==> config.mk <==
export PLATFORM = sky130hd
export DESIGN_NAME = fft_frame_ctrl
export DESIGN_NICKNAME = d
export VERILOG_FILES = /design/src/rtl/fft_pkg.sv /design/src/rtl/fft_frame_ctrl.sv
export SDC_FILE = /design/constraint.sdc
export NUM_CORES = 1
export LEC_CHECK = 0
export CAP_MARGIN = 0
export CORE_AREA = 2 2 431 433
export CTS_CLUSTER_SIZE = 25
export DETAILED_ROUTE_END_ITERATION = 6
export DIE_AREA = 0 0 433 435
export GPL_TIMING_DRIVEN = 0
export SETUP_SLACK_MARGIN = 0.5
export SLEW_MARGIN = 30
export SYNTH_ARGS = -nofsm -noshare
export SYNTH_HDL_FRONTEND = slang
export SYNTH_SLANG_ARGS = --single-unit
==> constraint.sdc <==
create_clock -name clk -period 13.2 [get_ports clk]
set_clock_uncertainty 0.2 [all_clocks]
set_input_delay 2.64 -clock clk [delete_from_list [all_inputs] [get_ports clk]]
set_output_delay 2.64 -clock clk [all_outputs]
set_load 0.1 [all_outputs]
==> src/rtl/fft_pkg.sv <==
// fft_pkg: controller state type and pipeline latency helper for fft_frame_ctrl.
package fft_pkg;
   typedef enum logic [1:0] {IDLE, LOAD, WAIT, UNLOAD} state_t;
   function automatic int calc_lat(input int stages, input int bf_lat);
      return stages * bf_lat + 1;
   endfunction
endpackage

==> src/rtl/fft_frame_ctrl.sv <==
// fft_frame_ctrl: buffers one frame for an external FFT core, waits its latency, then streams the bins out.
// Optional FFT_CTRL_SCALE_EN: output bins are arithmetic-shifted right by STAGES.
module fft_frame_ctrl
   import fft_pkg::*;
#(
   parameter int N      = 16,
   parameter int W      = 16,
   parameter int STAGES = 4,
   parameter int BF_LAT = 1
) (
   input  logic                 clk,
   input  logic                 rst_n,
   input  logic                 in_valid,
   output logic                 in_ready,
   input  logic signed [W-1:0]  in_real,
   input  logic signed [W-1:0]  in_im,
   output logic signed [W-1:0]  fft_x_real [0:N-1],
   output logic signed [W-1:0]  fft_x_im   [0:N-1],
   input  logic signed [W-1:0]  fft_X_real [0:N-1],
   input  logic signed [W-1:0]  fft_X_im   [0:N-1],
   output logic                 out_valid,
   input  logic                 out_ready,
   output logic signed [W-1:0]  out_real,
   output logic signed [W-1:0]  out_im,
   output logic [STAGES-1:0]    out_idx,
   output logic                 out_last,
   output logic                 busy,
   output logic                 frame_done
);
   localparam int LAT = calc_lat(STAGES, BF_LAT);
   localparam int CW  = $clog2(LAT + 1);
   state_t state, nxt;
   logic [STAGES-1:0] wr_idx, rd_idx;
   logic [CW-1:0] wait_cnt;
   logic signed [W-1:0] obuf_re [0:N-1];
   logic signed [W-1:0] obuf_im [0:N-1];
   logic acc, xfer, cap;
   assign in_ready   = state == IDLE || state == LOAD;
   assign acc        = in_valid && in_ready;
   assign out_valid  = state == UNLOAD;
   assign xfer       = out_valid && out_ready;
   assign out_last   = out_valid && rd_idx == STAGES'(N - 1);
   assign frame_done = xfer && out_last;
   assign busy       = state != IDLE;
   assign cap        = state == WAIT && wait_cnt == CW'(LAT - 1);
   assign out_idx    = rd_idx;
`ifdef FFT_CTRL_SCALE_EN
   assign out_real = obuf_re[rd_idx] >>> STAGES;
   assign out_im   = obuf_im[rd_idx] >>> STAGES;
`else
   assign out_real = obuf_re[rd_idx];
   assign out_im   = obuf_im[rd_idx];
`endif
   always_comb begin
      nxt = state;
      unique case (state)
         IDLE:   nxt = acc ? LOAD : IDLE;
         LOAD:   nxt = (acc && wr_idx == STAGES'(N - 1)) ? WAIT : LOAD;
         WAIT:   nxt = cap ? UNLOAD : WAIT;
         UNLOAD: nxt = frame_done ? IDLE : UNLOAD;
         default: nxt = IDLE;
      endcase
   end
   // Indices are STAGES bits wide, so they wrap back to 0 at the end of each frame.
   always_ff @(posedge clk) begin
      if (!rst_n) begin
         state    <= IDLE;
         wr_idx   <= '0;
         rd_idx   <= '0;
         wait_cnt <= '0;
      end else begin
         state    <= nxt;
         wr_idx   <= acc ? wr_idx + 1'b1 : wr_idx;
         rd_idx   <= xfer ? rd_idx + 1'b1 : rd_idx;
         wait_cnt <= state == WAIT ? wait_cnt + 1'b1 : '0;
      end
   end
   // Data buffers are never reset; a discarded frame is simply overwritten.
   always_ff @(posedge clk) begin
      if (acc) begin
         fft_x_real[wr_idx] <= in_real;
         fft_x_im[wr_idx]   <= in_im;
      end
      if (cap) begin
         obuf_re <= fft_X_real;
         obuf_im <= fft_X_im;
      end
   end
endmodule

# [Yosys cells after proc, flatten, opt, wreduce, memory -nomap -nowiden]
# Cells that the tools add are included.
[totals] n_memories=0 rom_bits=0 mem_bits_rw=0 word_cells=108 latchBits=0 register_bits=1037 inputBits=548
[op_classes] n_eq_ne=6 magnitude_cmp=3 reduce_logical=11 bitwise_logic=2 multipliers=0 muxes=15 n_addsub=3 n_shift=0 div_mod_pow=0
[op_table] cell="256-bit bitwise mux" n=2
[op_table] cell="16-bit binary-select mux with 4-bit select" n=2
[op_table] cell="16-bit two-way mux" n=5
[op_table] cell="16-bit demux with 4-bit select" n=1
[op_table] cell="5-bit >= comparator (second input constant)" n=2
[op_table] cell="4-bit inverter with 5-bit output" n=2
[op_table] cell="4-bit by 1-bit adder with 4-bit output (second input constant)" n=2
[op_table] cell="4-bit == test (second input constant)" n=2
[op_table] cell="2-bit one-hot mux with 4 select lines" n=1
[op_table] cell="1-bit logical AND" n=7
[op_table] cell="5-bit by 1-bit < comparator with 1-bit output (second input constant)" n=1
[op_table] cell="2-bit == test (second input constant)" n=2
[op_table] cell="2-bit two-way mux" n=2
[op_table] cell="3-bit by 1-bit adder with 3-bit output (second input constant)" n=1
[op_table] cell="3-bit == test (second input constant)" n=1
[op_table] cell="2-bit by 1-bit == test with 1-bit output (second input constant)" n=1
[op_table] cell="2-bit zero test" n=1
[op_table] cell="1-bit two-way mux" n=2
[op_table] cell="2-bit AND reduction" n=1
[op_table] cell="2-bit nonzero test" n=1
[op_table] cell="1-bit logical OR" n=1

# [Logic depth before layout (Yosys ltp)]
[depth] ltp_word=6 ltp_mapped=8 mapped_depth_nobuf=5

# [Least setup slack after synthesis]
# No wires, ideal clock.
[synth_timing] path_type="register -> register" from="register state[1]" to="register obuf_im[0] (netlist name) (enable)" required_time_ns=12.054 setup_slack_ns=-0.713 period_less_slack_ns=13.913 setup_ns=0.946 stages_incl_launch_ff=4 arrival_time_ns=12.767 path_buffers=0 path_cell_list="dfxtp_1 > inv_1 > nor2_1 > and3_1"
[synth_between] elab_chain_len=2
[synth_rtl] item="start, declared" line_no="fft_frame_ctrl.sv:32" source="state_t state, nxt;"
[synth_rtl] item="start signal, assigned" line_no="fft_frame_ctrl.sv:72" source="state <= nxt;"
[synth_rtl] item="2-bit == test" line_no="fft_frame_ctrl.sv:45" source="assign cap = state == WAIT && wait_cnt == CW'(LAT - 1);"
[synth_rtl] item="1-bit logical AND" line_no="fft_frame_ctrl.sv:45"
[synth_rtl] item="via cap" line_no="fft_frame_ctrl.sv:37" source="logic acc, xfer, cap;"
[synth_rtl] item="end signal, assigned" line_no="fft_frame_ctrl.sv:86" source="obuf_im <= fft_X_im;"
[synth_rtl] item="end, declared" line_no="fft_frame_ctrl.sv:36" source="logic signed [W-1:0] obuf_im [0:N-1];"
# The timed path passes the listed nets, and every way through them passes these cells.
# A chain may end at the register's enable or synchronous reset.

# [Final worst setup path]
[layout_timing] from="register rd_idx[1] (netlist: out_idx[1])" to="output out_real[5]"
[layout_between] elab_chain_len=4
[layout_rtl] item="start, declared" line_no="fft_frame_ctrl.sv:33" source="logic [STAGES-1:0] wr_idx, rd_idx;"
[layout_rtl] item="start signal, assigned" line_no="fft_frame_ctrl.sv:74" source="rd_idx <= xfer ? rd_idx + 1'b1 : rd_idx;"
[layout_rtl] item="4-bit inverter with 5-bit output (implied by the code)" line_no="fft_frame_ctrl.sv:51" source="assign out_real = obuf_re[rd_idx];"
[layout_rtl] item="16-bit binary-select mux with 4-bit select" line_no="fft_frame_ctrl.sv:51"
[layout_rtl] item="16-bit two-way mux (implied by the code) (2 in a row)" line_no="fft_frame_ctrl.sv:51"
[layout_rtl] item="end, declared" line_no="fft_frame_ctrl.sv:23" source="output logic signed [W-1:0] out_real,"
# Every way passes these cells. The select of a mux whose other input is x is not followed.

==> impl_metrics.yaml <==
route:
  dr_total_vias: 20070
  first_iter_violations: 1335
  drtPass1Iterations: 5
  ant_nets: 0
  viasPerCell: 3.727
  drc_errors: 0
  routedWlPerCell_um: 24.60
  wl_um: 132400
synth:
  syn_nets: 2083
  async_flop_share: 0
  ys_ff_latch: 1037
  syn_area_mm2: 0.03564
  synth_cells: 1528
  synth-edff-count: 1024
  seq_area_frac_synth: 0.8700
  synth_flop_cell: "edfxtp_1"
  ys_types: 36
  syn_area_per_cell_um2: 23.33
  yosysWarnings: 0
global_routing:
  grt_max_degree: 53
  antenna_found_initial: 13
  grt_usage: 0.1358
  grt_pass1_vias: 20540
  grt_pass1_wl_um: 174800
  grt_overflow: 0
power_and_ir_drop:
  pwr-share-clk: 0.432
  p_sw_w: 0.001555
  power_density_mw_per_mm2: 130.2
  combPwrFrac: 0.052
  ir_drop_v: 0.0001119
  p_sw_frac: 0.2199
  power_leakage_nw: 17.31
  p_int_w: 0.005516
  p_seq_frac: 0.515
sta:
  finalCriticalPeriod_ns: 7.640
  setup_viol: 0
  finalMaxSlewViolations: 0
  fmax_mhz: 130.9
  tns_ns: 0
  worst_slack_ns: 5.560
  min_period_over_period: 0.5788
  holdWs_ns: 0.2544
  slew_headroom: 0.3021
  rsz0062_at_grt: "no"
  hold_viol: 0
  tightest_slew_ns: 1.044
worst_setup_path:
  critPathMaxStageDelay_ns: 1.17
  r2r_end: "fft_x_im[224]$_DFFE_PP_"
  required_ns: 10.36
  crit_path_end: "out_real[5]"
  critPathCaptureType: "output pin"
  r2r_start: "state[1]$_SDFF_PN0_"
  slowest_stage: "clkdlybuf4s50_1"
  critPathArrivalTime_ns: 4.80
  crit_chain: "buf_4, buf_6, nor2b_1, clkbuf_1, a22oi_1, nand2_1, clkdlybuf4s50_1"
  crit_fanout: 10
  ff2ff_setup_slack_ns: 9.91
  worstSetupPathType: "flip-flop to output pin"
  startpoint: "out_idx[1]$_SDFFE_PN0P_"
  reg2regPathDepth: 11
  cp-start-kind: "flip-flop"
placement:
  place_congestion: 0.7995
  io_buffer_count: 1100
  placed_cell_area_mm2: 0.05075
  place_ws_ns: 5.949
  dp_hpwl_um: 102300
final_layout:
  final_util: 0.2950
  multi_input_comb_area_mm2: 0.004337
  fin_area_mm2: 0.05430
  layout-drive-gt1-share: 0.1434
  syn_to_final_growth_pct: 52.36
  seqCellArea_mm2: 0.03101
  nFillCells: 18080
  fin_nets: 3357
worst_hold_path:
  hp-start: "wait_cnt[0]$_SDFF_PN0_"
  whs_path_depth: 1
  hp-class: "flip-flop to flip-flop"
clock_network:
  cts_sinks: 1037
  cts_made_buffers: 108
  path_clk_slew_ns: 0.06
  cts_tree: "done"
  clk-insertion-delay-late_ns: 0.73
  cts.path.max_buffers: 3
  htreeDepth: 3
  cts_resized: 0
  cts_hold_buf: 0
  cts_setup_buffers: 0
  root_buffer: "clkbuf_16"
die:
  die_area_mm2: 0.1884
  dieHeight_um: 435
  io_pins: 1101
  initial_utilization: 0.1937
  row_count: 158
  die_w_um: 433
  coreArea_mm2: 0.1840
run:
  maxCapViolCount: 0
run_status:
  status: "complete, no violations"
[placed cells by master, fill, tap and decap left out, drive strengths merged, types with 6 or more instances in the layout]
cell and instances:
nand3 34, and2 6, mux2i 121, nand2b 6, nand2 39, mux4 68
xnor2 6, nor2b 8, edfxtp 1024, diode 10, bufinv 9, clkinv 53
clkbuf 144, ha 7, inv 13, clkinvlp 6, nor2 22, buf 163
dfxtp 13, a22oi 91, clkdlybuf4s50 1042
[registers in the layout (all words and copies together), names as in the netlist]
signal,count
state,2
out_idx,4
wait_cnt,3
fft_x_im,256
obuf_im,256
fft_x_real,256
obuf_re,256
wr_idx,4
[cells by family (layout without fill, tap and decap cells)]
logic type      Yosys count  count (layout)  synth area share
flops                  1037            1037            0.8700
mux                     189             189           0.07695
simple gates            127             127           0.01685
compound gates           99              99           0.02054
buf+inv                  63            1430           0.01169
fa+ha+maj                 7               7          0.002457
xor+xnor                  6               6          0.001474
other cells               0              10                 0
[worst max-delay path: cells and delay by family (launching register included)]
kind	cells	cell delay, ns
buf+inv	4	2.36
simple gates	2	0.72
flops	1	0.47
compound gates	1	0.47
[synth_stat cells (all sizes together), types with 4 or more instances]
library cell / count / area share
nand2: 39 / 0.0041
mux4: 68 / 0.043
clkbuf: 16 / 0.0017
nor2: 22 / 0.0024
mux2i: 121 / 0.034
nand2b: 6 / 0.0011
nor2b: 8 / 0.0014
nand3: 34 / 0.0048
edfxtp: 1024 / 0.86
a22oi: 91 / 0.019
dfxtp: 13 / 0.0073
and2: 6 / 0.0011
ha: 7 / 0.0025
xnor2: 6 / 0.0015
buf: 41 / 0.0093
nor3: 4 / 0.00056
inv: 6 / 0.00063
[cell type report]
class / instances / share of cell area
diodes: 10 / 0.0004608
multi-input cells: 428 / 0.07986
inverters: 6 / 0.0004147
clock inverters: 75 / 0.01371
plain buffers: 57 / 0.007350
flip-flops and latches: 1037 / 0.5710
repair buffers: 1164 / 0.2185
clock buffers: 128 / 0.05154
well taps: 2480 / 0.05714
[worst min-delay path by stage]
stage	end	slack (ns)
after floorplan	wait_cnt[0]$_SDFF_PN0_	0.22
final	wait_cnt[0]$_SDFF_PN0_	0.25
after global routing	wait_cnt[0]$_SDFF_PN0_	0.29
after CTS	wait_cnt[0]$_SDFF_PN0_	0.26
after detailed placement	wait_cnt[0]$_SDFF_PN0_	0.24
after global placement	wait_cnt[0]$_SDFF_PN0_	0.24
[power by group through the flow]
stage | registers, W | logic [W] | clock network, W
3_3_place_gp | 0.00372 | 0.000360 | 0
5_1_grt | 0.00364 | 0.000385 | 0.00328
4_1_cts | 0.00364 | 0.000374 | 0.00316
6_report | 0.00364 | 0.000371 | 0.00306
2_1_floorplan | 0.00383 | 0.0000133 | 0
3_5_place_dp | 0.00371 | 0.000373 | 0
[per-stage QoR]
step	total power (W)	instances
final	0.007071	5385
after global routing	0.007303	5382
after CTS	0.007173	5375
after detailed placement	0.004085	5172
after global placement	0.004076	5108
after floorplan	0.003839	1528
[routing by layer]
layer / vias up / part of all wire / GRT usage
met5: - / 0.00022 / 0
met4: 4 / 0.022 / 0.04004
met3: 151 / 0.067 / 0.03214
met2: 902 / 0.57 / 0.2697
met1: 10180 / 0.34 / 0.1372
li1: 8829 / - / -
No activity file was read; power rests on OpenSTA's default activity.
